## src/rtl/pc_attack_engine_pkg.sv

```systemverilog
// Shared battleship types: cell encoding, computer-turn FSM states, board geometry.
// Latency: n/a (types and constant helpers only).
// Backpressure: n/a.
package battleship_pkg;

   localparam int GRID   = 5;
   localparam int CELLS  = GRID * GRID;
   localparam int ADDR_W = $clog2(CELLS);
   localparam int CNT_W  = 5;

   localparam logic [ADDR_W-1:0] CELLS_A   = ADDR_W'(CELLS);
   localparam logic [ADDR_W-1:0] LAST_CELL = ADDR_W'(CELLS - 1);

   typedef enum logic [1:0] {
      EMPTY = 2'b00,
      SHIP  = 2'b01,
      HIT   = 2'b10,
      MISS  = 2'b11
   } cell_t;

   typedef enum logic [2:0] {
      IDLE,
      PICK,
      READ,
      CHECK,
      WRITE,
      DONE,
      WAIT
   } pc_state_t;

   // Fold the 5 low LFSR bits (0..31) onto the 25 board cells.
   function automatic logic [ADDR_W-1:0] lfsr_to_cell(input logic [ADDR_W-1:0] raw);
      return (raw >= CELLS_A) ? (raw - CELLS_A) : raw;
   endfunction

endpackage

```

## src/rtl/pc_attack_engine_if.sv

```systemverilog
// Bundle between game FSM / player-board RAM (master) and the attack engine (slave).
// Latency: n/a (wires only).
// Backpressure: none; the turn is held by pc_turn_State until pc_move closes it.
interface pc_attack_engine_if;
   import battleship_pkg::*;

   logic              pc_turn_State;
   logic              init;
   logic [CNT_W-1:0]  ship_cells;
   logic [ADDR_W-1:0] board_addr;
   logic [1:0]        board_rdata;
   logic              board_we;
   logic [1:0]        board_wdata;
   logic              pc_move;
   logic              hit;
   logic              no_target;
   logic [CNT_W-1:0]  player_ships;

   modport master (
      output pc_turn_State, init, ship_cells, board_rdata,
      input  board_addr, board_we, board_wdata, pc_move, hit, no_target, player_ships
   );

   modport slave (
      input  pc_turn_State, init, ship_cells, board_rdata,
      output board_addr, board_we, board_wdata, pc_move, hit, no_target, player_ships
   );

endinterface

```

## src/rtl/pc_attack_engine_lfsr8.sv

```systemverilog
// Free-running 8-bit Fibonacci LFSR, x^8+x^6+x^5+x^4+1, reset to SEED.
// Latency: new value every clock.
// Backpressure: none; never stalls.
module lfsr8 #(
   parameter logic [7:0] SEED = 8'hA5
) (
   input  logic       clk,
   input  logic       rst,
   output logic [7:0] q
);

   logic [7:0] q_d;
   logic [7:0] q_q;

   // Shift left, feedback from taps 8,6,5,4 enters bit 0.
   always_comb begin
      q_d = {q_q[6:0], q_q[7] ^ q_q[5] ^ q_q[4] ^ q_q[3]};
   end

   // State register; SEED must be nonzero or the sequence locks up.
   always_ff @(posedge clk or negedge rst) begin
      if (!rst) q_q <= SEED;
      else      q_q <= q_d;
   end

   assign q = q_q;

endmodule

```

## src/rtl/pc_attack_engine.sv

```systemverilog
// Computer's battleship turn: pick random unattacked cell, read board, write HIT/MISS, pulse pc_move.
// Latency: pc_move 4 cycles after pc_turn_State is sampled for a free cell, +2 per occupied cell skipped.
// Backpressure: dropping pc_turn_State before WRITE aborts silently; WRITE and DONE always finish.
module pc_attack_engine
   import battleship_pkg::*;
#(
   parameter logic [7:0] SEED = 8'hA5
) (
   input logic               clk,
   input logic               rst,
   pc_attack_engine_if.slave bus
);

   logic [7:0] lfsr;
   logic       lfsr_unused;

   lfsr8 #(.SEED(SEED)) u_lfsr (
      .clk (clk),
      .rst (rst),
      .q   (lfsr)
   );

   // Only the low bits form the candidate cell.
   assign lfsr_unused = ^lfsr[7:ADDR_W];

   pc_state_t         state_d, state_q;
   logic [ADDR_W-1:0] addr_d, addr_q;
   logic [ADDR_W-1:0] scan_cnt_d, scan_cnt_q;
   logic              board_we_d, board_we_q;
   logic [1:0]        board_wdata_d, board_wdata_q;
   logic              pc_move_d, pc_move_q;
   logic              hit_d, hit_q;
   logic              no_target_d, no_target_q;
   logic [CNT_W-1:0]  player_ships_d, player_ships_q;

   // Next-state and registered-output logic for the whole turn.
   always_comb begin
      state_d        = state_q;
      addr_d         = addr_q;
      scan_cnt_d     = scan_cnt_q;
      board_we_d     = 1'b0;
      board_wdata_d  = board_wdata_q;
      pc_move_d      = 1'b0;
      hit_d          = 1'b0;
      no_target_d    = 1'b0;
      player_ships_d = player_ships_q;

      case (state_q)
         IDLE: begin
            if (bus.pc_turn_State) state_d = PICK;
         end
         PICK: begin
            if (!bus.pc_turn_State) begin
               state_d = IDLE;
            end else begin
               addr_d     = lfsr_to_cell(lfsr[ADDR_W-1:0]);
               scan_cnt_d = '0;
               state_d    = READ;
            end
         end
         READ: begin
            // board_addr already shows addr_q; RAM data arrives next cycle.
            state_d = bus.pc_turn_State ? CHECK : IDLE;
         end
         CHECK: begin
            if (!bus.pc_turn_State) begin
               state_d = IDLE;
            end else begin
               case (cell_t'(bus.board_rdata))
                  EMPTY: begin
                     board_wdata_d = MISS;
                     board_we_d    = 1'b1;
                     state_d       = WRITE;
                  end
                  SHIP: begin
                     board_wdata_d = HIT;
                     board_we_d    = 1'b1;
                     state_d       = WRITE;
                  end
                  default: begin
                     // Already attacked: step to the next cell, give up after a full sweep.
                     if (scan_cnt_q == LAST_CELL) begin
                        pc_move_d   = 1'b1;
                        no_target_d = 1'b1;
                        state_d     = DONE;
                     end else begin
                        addr_d     = (addr_q == LAST_CELL) ? '0 : addr_q + ADDR_W'(1);
                        scan_cnt_d = scan_cnt_q + ADDR_W'(1);
                        state_d    = READ;
                     end
                  end
               endcase
            end
         end
         WRITE: begin
            pc_move_d = 1'b1;
            hit_d     = (board_wdata_q == HIT);
            if ((board_wdata_q == HIT) && (player_ships_q != '0))
               player_ships_d = player_ships_q - CNT_W'(1);
            state_d = DONE;
         end
         DONE: begin
            state_d = WAIT;
         end
         WAIT: begin
            // One move per turn: rearm only once the game FSM leaves PC_TURN.
            if (!bus.pc_turn_State) state_d = IDLE;
         end
         default: state_d = IDLE;
      endcase

      // New game overrides any decrement in the same cycle.
      if (bus.init) player_ships_d = bus.ship_cells;
   end

   // State and output registers.
   always_ff @(posedge clk or negedge rst) begin
      if (!rst) begin
         state_q        <= IDLE;
         addr_q         <= '0;
         scan_cnt_q     <= '0;
         board_we_q     <= 1'b0;
         board_wdata_q  <= 2'b00;
         pc_move_q      <= 1'b0;
         hit_q          <= 1'b0;
         no_target_q    <= 1'b0;
         player_ships_q <= '0;
      end else begin
         state_q        <= state_d;
         addr_q         <= addr_d;
         scan_cnt_q     <= scan_cnt_d;
         board_we_q     <= board_we_d;
         board_wdata_q  <= board_wdata_d;
         pc_move_q      <= pc_move_d;
         hit_q          <= hit_d;
         no_target_q    <= no_target_d;
         player_ships_q <= player_ships_d;
      end
   end

   assign bus.board_addr   = addr_q;
   assign bus.board_we     = board_we_q;
   assign bus.board_wdata  = board_wdata_q;
   assign bus.pc_move      = pc_move_q;
   assign bus.hit          = hit_q;
   assign bus.no_target    = no_target_q;
   assign bus.player_ships = player_ships_q;

endmodule

```

## src/flat_wrapper.sv

```systemverilog
// flat-port wrapper written by rule: the top's interface ports become plain ports
module pc_attack_engine_flat import battleship_pkg::*;
#(
   parameter logic [7:0] SEED = 8'hA5
)
  (clk, rst, bus_pc_turn_State, bus_init, bus_ship_cells, bus_board_rdata, bus_board_addr, bus_board_we, bus_board_wdata, bus_pc_move, bus_hit, bus_no_target, bus_player_ships);
  pc_attack_engine_if bus_i ();
  input logic clk;
  input logic rst;
  input wire logic [$bits(bus_i.pc_turn_State)-1:0] bus_pc_turn_State;
  input wire logic [$bits(bus_i.init)-1:0] bus_init;
  input wire logic [$bits(bus_i.ship_cells)-1:0] bus_ship_cells;
  input wire logic [$bits(bus_i.board_rdata)-1:0] bus_board_rdata;
  output wire logic [$bits(bus_i.board_addr)-1:0] bus_board_addr;
  output wire logic [$bits(bus_i.board_we)-1:0] bus_board_we;
  output wire logic [$bits(bus_i.board_wdata)-1:0] bus_board_wdata;
  output wire logic [$bits(bus_i.pc_move)-1:0] bus_pc_move;
  output wire logic [$bits(bus_i.hit)-1:0] bus_hit;
  output wire logic [$bits(bus_i.no_target)-1:0] bus_no_target;
  output wire logic [$bits(bus_i.player_ships)-1:0] bus_player_ships;
  assign bus_i.pc_turn_State = bus_pc_turn_State;
  assign bus_i.init = bus_init;
  assign bus_i.ship_cells = bus_ship_cells;
  assign bus_i.board_rdata = bus_board_rdata;
  assign bus_board_addr = bus_i.board_addr;
  assign bus_board_we = bus_i.board_we;
  assign bus_board_wdata = bus_i.board_wdata;
  assign bus_pc_move = bus_i.pc_move;
  assign bus_hit = bus_i.hit;
  assign bus_no_target = bus_i.no_target;
  assign bus_player_ships = bus_i.player_ships;
  pc_attack_engine #(.SEED(SEED)) u_core (.clk(clk), .rst(rst), .bus(bus_i));
endmodule
```

## config.mk

```make
export PLATFORM = sky130hd
export DESIGN_NAME = pc_attack_engine_flat
export DESIGN_NICKNAME = d
export VERILOG_FILES = /design/src/rtl/pc_attack_engine_pkg.sv /design/src/rtl/pc_attack_engine_if.sv /design/src/rtl/pc_attack_engine_lfsr8.sv /design/src/rtl/pc_attack_engine.sv /design/src/flat_wrapper.sv
export SDC_FILE = /design/constraint.sdc
export NUM_CORES = 1
export LEC_CHECK = 0
export ABC_AREA = 1
export BUFFER_PORTS_ARGS = -buffer_cell sky130_fd_sc_hd__buf_4
export CORE_ASPECT_RATIO = 1.5
export CORE_UTILIZATION = 30
export DETAILED_ROUTE_END_ITERATION = 7
export GPL_TIMING_DRIVEN = 0
export SYNTH_ARGS = -nofsm -noshare
export SYNTH_HDL_FRONTEND = slang
export SYNTH_HIERARCHICAL = 1
export SYNTH_SLANG_ARGS = --single-unit
export TNS_END_PERCENT = 5
```

## constraint.sdc

```tcl
create_clock -name clk -period 1.4 [get_ports clk]
set_clock_uncertainty 0.1 [all_clocks]
set_input_delay 0.14 -clock clk [delete_from_list [all_inputs] [get_ports clk]]
set_output_delay 0.14 -clock clk [all_outputs]
set_load 0.01 [all_outputs]
```

---- Word-level counts from Yosys, hierarchy flattened ----
Cells that the tools add are included.
Widths: inputs -> output; s select.
storage, ports and cells
  flip-flop bits (word level) ............. 32
  bits of input ports ..................... 11
  output and inout port bits .............. 16
cells by class
  add/sub/neg operators ................... 4
  order comparisons ....................... 1
  equality and inequality tests ........... 16
  multiplexer cells ....................... 33
  bitwise operators ....................... 3
  reductions and logical operators ........ 13
operators with widths
  operator             count
  $mux 5               13
  $pmux 3 s7           1
  $pmux 5 s2           2
  $mux 3               5
  $ne 2x2->1 const B   6
  $add 5x1->5 const B  2
  $eq 5x5->1 const B   2
  $eq 3x3->1 const B   3
  $mux 1               8
  $reduce_bool 2->1    4
  $eq 3x2->1 const B   2
  $ge 5x5->1 const B   1
  $reduce_and 5->1     1
  $reduce_bool 5->1    1
  $sub 5x1->5 const B  1
  $sub 5x5->5 const B  1
  $mux 2               2
  $pmux 2 s2           1
  $reduce_and 2->1     2
  $eq 3x1->1 const B   1
  $logic_not 3->1      1
  $reduce_and 3->1     1
  $xor 1x1->1          3
  $eq 2x1->1 const B   1
  5 further kinds      5

---- Depth between registers and ports, before layout ----
Gate-level depths: netlist of run 1.
  word-level depth ........................ 6
  depth in mapped cells ................... 11
  mapped depth without buffers ............ 11

---- Hierarchy ----
Netlist of run 1, hierarchy kept.
modules (own cells, without submodules)
  module            instances  cells an instance  area an instance (sq um)  seq. area each (sq um)
  pc_attack_engine  1          204                1536.5                    600.6
  lfsr8             1          32                 329.1                     205.2

---- Worst setup path before layout of run 1 ----
Ideal clock, no wire load.
  path type ............................... reg2reg
  from .................................... register u_core.scan_cnt_q[0]
  to ...................................... register u_core.state_q[1]
  library setup time ...................... 0.138 ns
  arrival ................................. 1.237 ns
  slack ................................... -0.075 ns
  stages on the path, launching flop included .. 11
  clock period less this slack ............ 1.475 ns
  cells stage by stage .................... dfrtp_1 inv_1 ha_1 inv_1 nor2_1 nand2_1 nand2_2 nand2_2 nand2_4 buf_6 o2111ai_1
between the ends
  cells in the longest elaborated chain, start to end .. 5
ends and longest elaborated chain
  element                 RTL line                 source
  start, declared         pc_attack_engine.sv:28   logic [ADDR_W-1:0] scan_cnt_d, scan_cnt_q;
  start signal, assigned  pc_attack_engine.sv:131  scan_cnt_q <= scan_cnt_d;
  $eq 5x5->1              pc_attack_engine.sv:82   if (scan_cnt_q == LAST_CELL) begin
  $mux 3                  pc_attack_engine.sv:82
  $mux 3                  pc_attack_engine.sv:69   case (cell_t'(bus.board_rdata))
  $mux 3                  pc_attack_engine.sv:66   if (!bus.pc_turn_State) begin
  $pmux 3 s7              pc_attack_engine.sv:48   case (state_q)
  end signal, assigned    pc_attack_engine.sv:129  state_q <= state_d;
  end, declared           pc_attack_engine.sv:26   pc_state_t state_d, state_q;
No other way between the ends.
A chain may end at the register's enable or synchronous reset.

---- Final worst setup path of run 1 ----
Ends and elaborated chain as after synthesis.

==> run summary, run 1 <==
Status: finished, violations left
Failing checks: negative setup slack
Port buffer count: 26
Leak: 1.31 nW
Row cnt: 34
Cell Area, Synth: 1850 um2
Crit-path slowest cell: dfrtp_1
Max Fclk: 0.662 GHz
Gp weighted congestion: 0.797
PD cells: 1440 nW/um2
Vias: 1628
Tot Pwr: 0.00363 W
All-Layer GR Usage: 13.7%
Core Region: 5870 um2
Synth warn: 6
CTS root buf: clkbuf_8
Post-Syn Instances: 234
Post-Route WL: 4.28 mm
CP Capture Type: flip-flop
Worst EP arrival: 1.57 ns
H-tree levels: 2
Cells after DPL: 332
Die Area: 6490 um2
DRC: 0
Grt total ovfl: 0
Initial Utilization: 31.5%
Clk_lat worst skew: 0.29 ns
1st-iter DRT viols: 41
Fillers: 590
Min Tclk post-route: 1.51 ns
WL per Instance: 12.0 um
Slew @ Worst Pin: 0.418 ns
Final setup viols: 13
CTS Sinks: 32
Worst-path maximum fanout: 6
Util after Layout: 43.0%
Ant diodes: 0
Fin worst setup slack: -0.111 ns
Total of max-cap violations: 0
Die height: 98.2 um
Relative slew slack: 72.1%
Final Cycle Share: 108%
CP peak stage delay: 0.41 ns
WHS: 0.0432 ns
Fin nets: 302
Pre-antenna DRT Iters: 4
Estimated wirelength of the detail-placed design: 2.75 mm
Share of layout cells above drive strength 1: 35.2%
Crit path cell chain: inv_2 -> ha_4 -> inv_2 -> nor2_4 -> nand2_2 -> nand2_2 -> nand2_4 -> nand2_8 -> buf_8 -> o2111ai_2
Initial antenna violation count: 0
Cts bufs inserted: 5
Syn_area_per_cell: 7.91 um2
Final Hold Viols: 0
Critical Path RT: 1.46 ns
Critical path startpoint category: flip-flop
Buf/Inv on CP: 3
Post-Layout Cell Count: 356
Crit Path Class: reg2reg
TritonCTS clock tree: yes
Post-route ant nets: 0
Clk slew on worst S/H paths: 0.07 ns
Largest delay share family, worst path: flip-flops
Die Wd: 66.1 um
Maximum VDD drop: 0.790 mV
Post-Syn Nets: 253
Count of pins over their slew limit: 0
CTS Buffer Depth: 2
Syn-to-layout area delta: 36.4%
RSZ-0062 raised after global routing: true
First-pass GRT wire length: 6.86 mm
Worst Hold Class: in2reg
I/O pin total: 27
Largest net degree at the start of global routing: 33
DR vias/cell: 4.57
Number of global-route vias before repair: 1588
==> where the power goes <==
group          leakage (nW)  switching [W]  internal, W
registers             0.412       0.000181      0.00107
logic                 0.833       0.000739     0.000652
clock network        0.0645       0.000368     0.000628
total                  1.31        0.00129      0.00235
==> placed cells by master, fill, tap and decap left out, types with 3 or more instances in the layout <==
cell type and instances:
buf_4 43, clkbuf_8 7, dfrtp_1 28, dfstp_2 4, ha_1 5, inv_1 29
inv_2 6, nand2_1 60, nand2_2 12, nand3_1 17, nand3_2 5, nand4_1 6
nor2_1 15, nor2_2 3, o21ai_0 11, o21ai_2 3, xor2_1 5
==> worst min-delay path: cells and delay by family <==
kind / cells / cell delay (ns)
simple gates: 3 / 0.12
compound gates: 1 / 0.06
buf+inv: 1 / 0.08
==> flip-flops by register name (all words and copies together) (netlist names) <==
name                     flops
u_core/u_lfsr/q              8
u_core/bus.board_addr        5
u_core/bus.player_ships      5
u_core/scan_cnt_q            5
u_core/state_q               3
u_core/bus.board_wdata       2
u_core/bus.board_we          1
u_core/bus.hit               1
u_core/bus.no_target         1
u_core/bus.pc_move           1
==> layout make-up <==
class / instances / area [um2] / share of cell area [%]
multi-input cells: 160 / 968 / 38.4
clock inverters: 1 / 30.0 / 1.19
plain buffers: 6 / 56.3 / 2.23
inverters: 36 / 138 / 5.45
repair buffers: 42 / 340 / 13.5
well taps: 72 / 90.1 / 3.57
flip-flops and latches: 32 / 806 / 31.9
clock buffers: 7 / 96.3 / 3.82
==> worst paths after layout <==
path,startpoint,to,slack [ns],depth (start not counted)
min in group asynchronous,rst,u_core/bus.player_ships[3],0.24,2
min reg2reg,u_core/u_lfsr/q[6],u_core/u_lfsr/q[7],0.25,0
max reg2reg,u_core/scan_cnt_q[0],u_core/state_q[1],-0.11,10
max,u_core/scan_cnt_q[0],u_core/state_q[1],-0.11,10
min,bus_ship_cells[3],u_core/bus.player_ships[3],0.04,5
max in group asynchronous,rst,u_core/u_lfsr/q[7],0.63,2
==> timing repair <==
| action | 4_1_cts | 5_1_grt |
|---|---|---|
| hold buffers | 2 | 0 |
| gates resized for setup | 9 | 27 |
| pin swaps | 3 | 7 |
| hold endpoints to repair | 29 | 0 |
| setup endpoints to repair | 12 | 19 |
| setup buffers | 10 | 3 |
| cloned | 1 | 0 |
==> per-stage QoR <==
step | TNS [ns] | cell area, um2 | worst slack [ns]
floorplan | -0.358 | 1850 | -0.0751
global placement | -2.06 | 2140 | -0.248
detailed placement | -2.07 | 2140 | -0.236
CTS | -1.25 | 2410 | -0.125
global route | -2.56 | 2520 | -0.185
finish | -0.955 | 2520 | -0.111
==> routing by layer <==
metal | track usage [%] | wire length (um)
met2 | 23.9 | 2260
met4 | 6.06 | 104
met5 | 0 | 0
met1 | 15.5 | 1770
met3 | 3.04 | 156
Note: power is estimated with default switching activity, not from simulation.
==> run 2: changes to the inputs <==
--- a/config.mk
+++ b/config.mk
@@ -7,10 +7,12 @@
 export LEC_CHECK = 0
 export ABC_AREA = 1
 export BUFFER_PORTS_ARGS = -buffer_cell sky130_fd_sc_hd__buf_4
+export CAP_MARGIN = 20
 export CORE_ASPECT_RATIO = 1.5
 export CORE_UTILIZATION = 30
 export DETAILED_ROUTE_END_ITERATION = 7
 export GPL_TIMING_DRIVEN = 0
+export MAX_ROUTING_LAYER = met4
 export SYNTH_ARGS = -nofsm -noshare
 export SYNTH_HDL_FRONTEND = slang
 export SYNTH_HIERARCHICAL = 1
==> run 2 against run 1 <==
The run still ends with negative setup slack left. Worst setup slack got worse by 0.0012 ns. Worst hold slack improved by 0.00053 ns. Sequential power about the same. Via count increased by 0.74%. Count of clock-buffer cells in the layout unchanged. Sequential cell count unchanged. Clock power about the same. Global-route usage increased by 0.42 points. Largest power group unchanged.
==> run summary, run 2 (synthesized netlist as in run 1, its figures left out) <==
Min Tclk post-route: 1.51 ns (about the same)
Hold Path Depth: 5 (unchanged)
Util after Layout: 43.0% (about the same)
Vias: 1640 (was 1628)
Syn-to-layout area delta: 36.3% (was 36.4%)
Final setup viols: 13 (unchanged)
Grt total ovfl: 0 (unchanged)
Port buffer count: 26 (unchanged)
Total of max-cap violations: 0 (unchanged)
Critical path startpoint category: flip-flop (unchanged)
Die Area: 6490 um2 (unchanged)
Final instance area: 2520 um2 (about the same)
Final Cycle Share: 108% (about the same)
CP Capture Type: flip-flop (unchanged)
Final Hold Viols: 0 (unchanged)
Reg2Reg Depth: 10 (unchanged)
WL per Instance: 11.9 um (was 12.0 um)
Commonest non-fill, non-tap cell in the layout: nand2_1 (unchanged)
Fin nets: 302 (unchanged)
Worst Hold Class: in2reg (unchanged)
Clk slew on worst S/H paths: 0.07 ns (about the same)
Fillers: 587 (was 590)
Pint: 0.00235 W (about the same)
Post-Route WL: 4.25 mm (was 4.28 mm)
Relative slew slack: 72.0% (was 72.1%)
RSZ-0062 raised after global routing: true (unchanged)
Clk_lat worst skew: 0.29 ns (about the same)
All-Layer GR Usage: 14.1% (was 13.7%)
Die Wd: 66.1 um (unchanged)
Cts bufs inserted: 5 (unchanged)
PD cells: 1440 nW/um2 (about the same)
P_sw: 0.00128 W (was 0.00129 W)
Row cnt: 34 (unchanged)
Core Region: 5870 um2 (unchanged)
Maximum VDD drop: 0.790 mV (about the same)
1st-iter DRT viols: 43 (was 41)
Fin worst setup slack: -0.112 ns (was -0.111 ns)
Die height: 98.2 um (unchanged)
Slew @ Worst Pin: 0.420 ns (was 0.418 ns)
Estimated wirelength of the detail-placed design: 2.75 mm (unchanged)
I/O pin total: 27 (unchanged)
DRC: 0 (unchanged)
Seq pwr share: 34.2% (was 34.3%)
Initial antenna violation count: 0 (unchanged)
CTS Sinks: 32 (unchanged)
Share of layout cells above drive strength 1: 34.9% (was 35.2%)
Worst EP arrival: 1.57 ns (about the same)
Most frequent cells in the layout: nand2_1 (60), buf_4 (43), inv_1 (29), dfrtp_1 (28), nand3_1 (17) (unchanged)
Critical Path RT: 1.46 ns (about the same)
DR vias/cell: 4.61 (was 4.57)
Leak: 1.31 nW (about the same)
Gp weighted congestion: 0.809 (was 0.797)
CTS Buffer Depth: 2 (unchanged)
First-pass GRT wire length: 6.88 mm (was 6.86 mm)
TritonCTS clock tree: yes (unchanged)
CTS root buf: clkbuf_8 (unchanged)
Worst-path maximum fanout: 6 (unchanged)
Post-route ant nets: 0 (unchanged)
Status: finished, violations left (unchanged)
Max Fclk: 0.661 GHz (was 0.662 GHz)
Crit Path Class: reg2reg (unchanged)
Max reg flops: 8 (unchanged)
Failing checks: negative setup slack (unchanged)
TNS Setup: -0.959 ns (was -0.955 ns)
Largest net degree at the start of global routing: 33 (unchanged)
Clock group share of total power: 27.5% (was 27.4%)
Tot Pwr: 0.00363 W (about the same)
Count of pins over their slew limit: 0 (unchanged)
Sw Share: 35.3% (was 35.4%)
Pre-antenna DRT Iters: 4 (unchanged)
Dpl cell area: 2140 um2 (unchanged)
Ant diodes: 0 (unchanged)
Initial Utilization: 31.5% (unchanged)
H-tree levels: 2 (unchanged)
Combinational Power Share: 38.3% (about the same)
Number of global-route vias before repair: 1586 (was 1588)
run 2: cell count changes in the layout (fill, tap and decap cells not counted):
cell    change
nor2_1      +1
nor2_2      -1
run 2: routing by layer:
metal  part of all wire [%]  up-vias  GRT usage [%]
met4                    2.2        0           6.06
met5                      0        -              -
met2                     53       40           23.8
li1                       -      831              -
met1                     41      759           15.7
met3                    3.7       10           2.92
run 2: per-stage QoR:
| stage | instances | hold slack (ns) | worst slack, ns |
|---|---|---|---|
| 3_5_place_dp | 332 | 0.0105 | -0.236 |
| 3_3_place_gp | 332 | 0.00819 | -0.248 |
| 4_1_cts | 353 | 0.0448 | -0.125 |
| 6_report | 356 | 0.0437 | -0.112 |
| 5_1_grt | 356 | 0.0741 | -0.185 |
| 2_1_floorplan | 234 | -0.256 | -0.0751 |
run 2: power by group through the flow:
stage	sequential [W]	clock [W]	combinational, W
after detailed placement	0.00126	0	0.000987
final	0.00124	0.000998	0.00139
after global routing	0.00126	0.00105	0.00152
after floorplan	0.00127	0	0.000620
after global placement	0.00126	0	0.000977
after CTS	0.00123	0.00103	0.00124
run 2: worst max-delay path: stages, from the launching register on:
cell,delay [ns]
dfrtp_1,0.41
inv_2,0.09
ha_4,0.13
inv_2,0.04
nor2_4,0.10
nand2_2,0.06
nand2_2,0.07
nand2_4,0.07
nand2_8,0.10
buf_8,0.13
o2111ai_2,0.09
run 2: cell type report:
| class | instances | area (um2) | area share (%) |
|---|---|---|---|
| plain buffers | 6 | 56.3 | 2.23 |
| clock buffers | 7 | 96.3 | 3.82 |
| clock inverters | 1 | 30.0 | 1.19 |
| inverters | 36 | 138 | 5.46 |
| multi-input cells | 160 | 966 | 38.3 |
| flip-flops and latches | 32 | 806 | 31.9 |
| well taps | 72 | 90.1 | 3.57 |
| repair buffers | 42 | 340 | 13.5 |
run 2: repair_timing:
item | 4_1_cts | 5_1_grt
hold buffers | 2 | 0
setup buffers | 10 | 3
gates resized for setup | 9 | 26
cloned | 1 | 0
endpoints found under the hold margin | 29 | 0
endpoints found under the setup margin | 12 | 20
pin swaps | 3 | 8
run 2: final timing paths:
kind | slack, ns | start | end
max | -0.11 | u_core/scan_cnt_q[0] | u_core/state_q[1]
min in group asynchronous | 0.24 | rst | u_core/bus.player_ships[3]
max in group asynchronous | 0.63 | rst | u_core/u_lfsr/q[7]
min | 0.04 | bus_ship_cells[3] | u_core/bus.player_ships[3]
min reg2reg | 0.25 | u_core/u_lfsr/q[6] | u_core/u_lfsr/q[7]
max reg2reg | -0.11 | u_core/scan_cnt_q[0] | u_core/state_q[1]
==> run 3: changes to the inputs <==
--- a/config.mk
+++ b/config.mk
@@ -11,7 +11,7 @@
 export CORE_ASPECT_RATIO = 1.5
 export CORE_UTILIZATION = 30
 export DETAILED_ROUTE_END_ITERATION = 7
-export GPL_TIMING_DRIVEN = 0
+export GPL_TIMING_DRIVEN = 1
 export MAX_ROUTING_LAYER = met4
 export SYNTH_ARGS = -nofsm -noshare
 export SYNTH_HDL_FRONTEND = slang
==> constraint.sdc (replaced) <==
create_clock -name clk -period 1.4 [get_ports clk]
set_clock_uncertainty 0.1 [all_clocks]
set_input_delay 0.14 -clock clk [delete_from_list [all_inputs] [get_ports clk]]
set_output_delay 0.14 -clock clk [all_outputs]
set_load 0.1 [all_outputs]
==> run 3 against run 2 <==
The flow still finishes with violations (negative setup slack). Via count up 0.49%. Power rose by 12%. Combinational power up 47%. Highest routed layer unchanged. Sequential share of layout area rose by 1.1 points. Die area unchanged. First-iteration DRC count rose by 30%. Critical endpoint unchanged. Register-to-register slack gained 0.04 ns. Clock power decreased by 26%. Worst hold slack gained 0.015 ns. Global-route usage increased by 0.16 points. Count of clock-buffer cells in the layout grew 1.
==> run summary, run 3 (synthesized netlist as in run 1, its figures left out) <==
Status: finished, violations left (unchanged)
Failing checks: negative setup slack (unchanged)
Crit path cell chain: inv_2 -> ha_1 -> inv_1 -> nor2_2 -> nand2_1 -> nand2_2 -> nand2_2 -> nand2_4 -> buf_12 -> o2111ai_2 (was inv_2 -> ha_4 -> inv_2 -> nor2_4 -> nand2_2 -> nand2_2 -> nand2_4 -> nand2_8 -> buf_8 -> o2111ai_2)
Maximum VDD drop: 0.817 mV (was 0.790 mV)
CP Capture Type: flip-flop (unchanged)
Worst EP arrival: 1.53 ns (was 1.57 ns)
Tot Pwr: 0.00406 W (was 0.00363 W)
Multi-input logic area: 937 um2 (was 966 um2)
Vias: 1648 (was 1640)
Share of layout cells above drive strength 1: 37.8% (was 34.9%)
Final setup viols: 11 (was 13)
I/O pin total: 27 (unchanged)
Fillers: 597 (was 587)
Worst Hold Class: in2reg (unchanged)
Initial antenna violation count: 0 (unchanged)
Die Area: 6490 um2 (unchanged)
Post-route ant nets: 0 (unchanged)
Die Wd: 66.1 um (unchanged)
Dpl cell area: 2330 um2 (was 2140 um2)
Most frequent cells in the layout: nand2_1 (65), buf_4 (43), inv_1 (29), nand3_1 (18) (was nand2_1 (60), buf_4 (43), inv_1 (29), dfrtp_1 (28), nand3_1 (17))
FF/Latch Area: 832 um2 (was 806 um2)
Count of pins over their slew limit: 0 (unchanged)
Post-Route WL: 4.01 mm (was 4.25 mm)
CTS root buf: clkbuf_8 (unchanged)
DR vias/cell: 4.60 (was 4.61)
Worst-path maximum fanout: 9 (was 6)
Critical path startpoint category: flip-flop (unchanged)
PD cells: 1610 nW/um2 (was 1440 nW/um2)
H-tree levels: 2 (unchanged)
Grt total ovfl: 0 (unchanged)
Most frequent CP cell: nand2_2
Final instance area: 2520 um2 (about the same)
Estimated wirelength of the detail-placed design: 2.96 mm (was 2.75 mm)
Largest net degree at the start of global routing: 33 (unchanged)
Ant diodes: 0 (unchanged)
DRC: 0 (unchanged)
CTS Buffer Depth: 2 (unchanged)
1st-iter DRT viols: 56 (was 43)
WL per Instance: 11.2 um (was 11.9 um)
Die height: 98.2 um (unchanged)
Slew @ Worst Pin: 0.426 ns (was 0.420 ns)
Final Cycle Share: 105% (was 108%)
Clk slew on worst S/H paths: 0.07 ns (about the same)
Syn-to-layout area delta: 36.2% (was 36.3%)
Cells after DPL: 347 (was 332)
Buf/Inv on CP: 3 (unchanged)
Core Region: 5870 um2 (unchanged)
Min Tclk post-route: 1.47 ns (was 1.51 ns)
TritonCTS clock tree: yes (unchanged)
Crit Path Class: reg2reg (unchanged)
Gp weighted congestion: 0.824 (was 0.809)
TNS Setup: -0.536 ns (was -0.959 ns)
Pre-antenna DRT Iters: 4 (unchanged)
WHS: 0.0586 ns (was 0.0437 ns)
Relative slew slack: 71.6% (was 72.0%)
CP peak stage delay: 0.39 ns (was 0.41 ns)
Final Hold Viols: 0 (unchanged)
Port buffer count: 26 (unchanged)
Row cnt: 34 (unchanged)
Leak: 1.28 nW (was 1.31 nW)
CTS Sinks: 32 (unchanged)
RSZ-0062 raised after global routing: true (unchanged)
Max reg flops: 8 (unchanged)
Cts bufs inserted: 5 (unchanged)
Commonest non-fill, non-tap cell in the layout: nand2_1 (unchanged)
Largest delay share family, worst path: simple AND/OR/NAND/NOR gates (was flip-flops)
Clk_lat worst skew: 0.29 ns (about the same)
Critical Path RT: 1.46 ns (about the same)
Crit-path slowest cell: dfrtp_1 (unchanged)
Fin nets: 304 (was 302)
Initial Utilization: 31.5% (unchanged)
Total of max-cap violations: 0 (unchanged)
Post-Layout Cell Count: 358 (was 356)
Number of global-route vias before repair: 1604 (was 1586)
First-pass GRT wire length: 6.91 mm (was 6.88 mm)
Fin worst setup slack: -0.0743 ns (was -0.112 ns)
Max Fclk: 0.678 GHz (was 0.661 GHz)
All-Layer GR Usage: 14.3% (was 14.1%)
-- run 3: cell count changes in the layout (fill, tap and decap cells not counted), sizes merged --
cell,delta
buf,+2
clkbuf,+1
bufinv,-1
-- run 3: per-layer routing --
metal  track usage, %  vias to the layer above  routed length, um
met5                -                        -                  0
met4             7.04                        0                 93
met3             3.62                       12                161
met2             24.2                       39               2150
met1             14.9                      768               1610
li1                 -                      829                  -
-- run 3: final timing paths --
path	start	end	slack (ns)	cells after the start
setup / recovery	u_core/scan_cnt_q[0]	u_core/state_q[1]	-0.07	10
hold / removal	bus_ship_cells[3]	u_core/bus.player_ships[3]	0.06	5
setup reg to reg	u_core/scan_cnt_q[0]	u_core/state_q[1]	-0.07	10
hold reg to reg	u_core/u_lfsr/q[6]	u_core/u_lfsr/q[7]	0.26	0
max in group asynchronous	rst	u_core/bus.player_ships[0]	0.62	2
min in group asynchronous	rst	u_core/bus.board_addr[1]	0.22	2
-- run 3: power by group --
part	total, W	switching [W]	internal (W)
Combinational	0.00205	0.00138	0.000674
Clock	0.000743	0.000342	0.000401
Sequential	0.00127	0.000167	0.00110
Total	0.00406	0.00189	0.00217
-- run 3: worst min-delay path, delay by kind of cell --
kind,cells,cell delay [ns]
compound gates,1,0.06
simple gates,3,0.14
buf+inv,1,0.07
-- run 3: what timing repair did --
action / in CTS / in global routing
buffers inserted: 0 / 1
pin swaps: 0 / 3
endpoints found under the hold margin: 29 / 0
resized for setup: 7 / 18
setup endpoints to repair: 13 / 20
hold buffers: 2 / 0
-- run 3: cell type report --
class                   count  area share, %
flip-flops and latches     32           33.0
inverters                  36           5.76
well taps                  72           3.57
repair buffers             50           16.9
clock buffers               8           3.57
multi-input cells         160           37.2
-- run 3: through the flow --
stage          setup WS (ns)  util (%)
5_1_grt               -0.177      42.9
2_1_floorplan        -0.0751         -
6_report             -0.0743      42.9
3_5_place_dp          -0.118      39.6
4_1_cts              -0.0927      41.9
3_3_place_gp         -0.0779      39.6
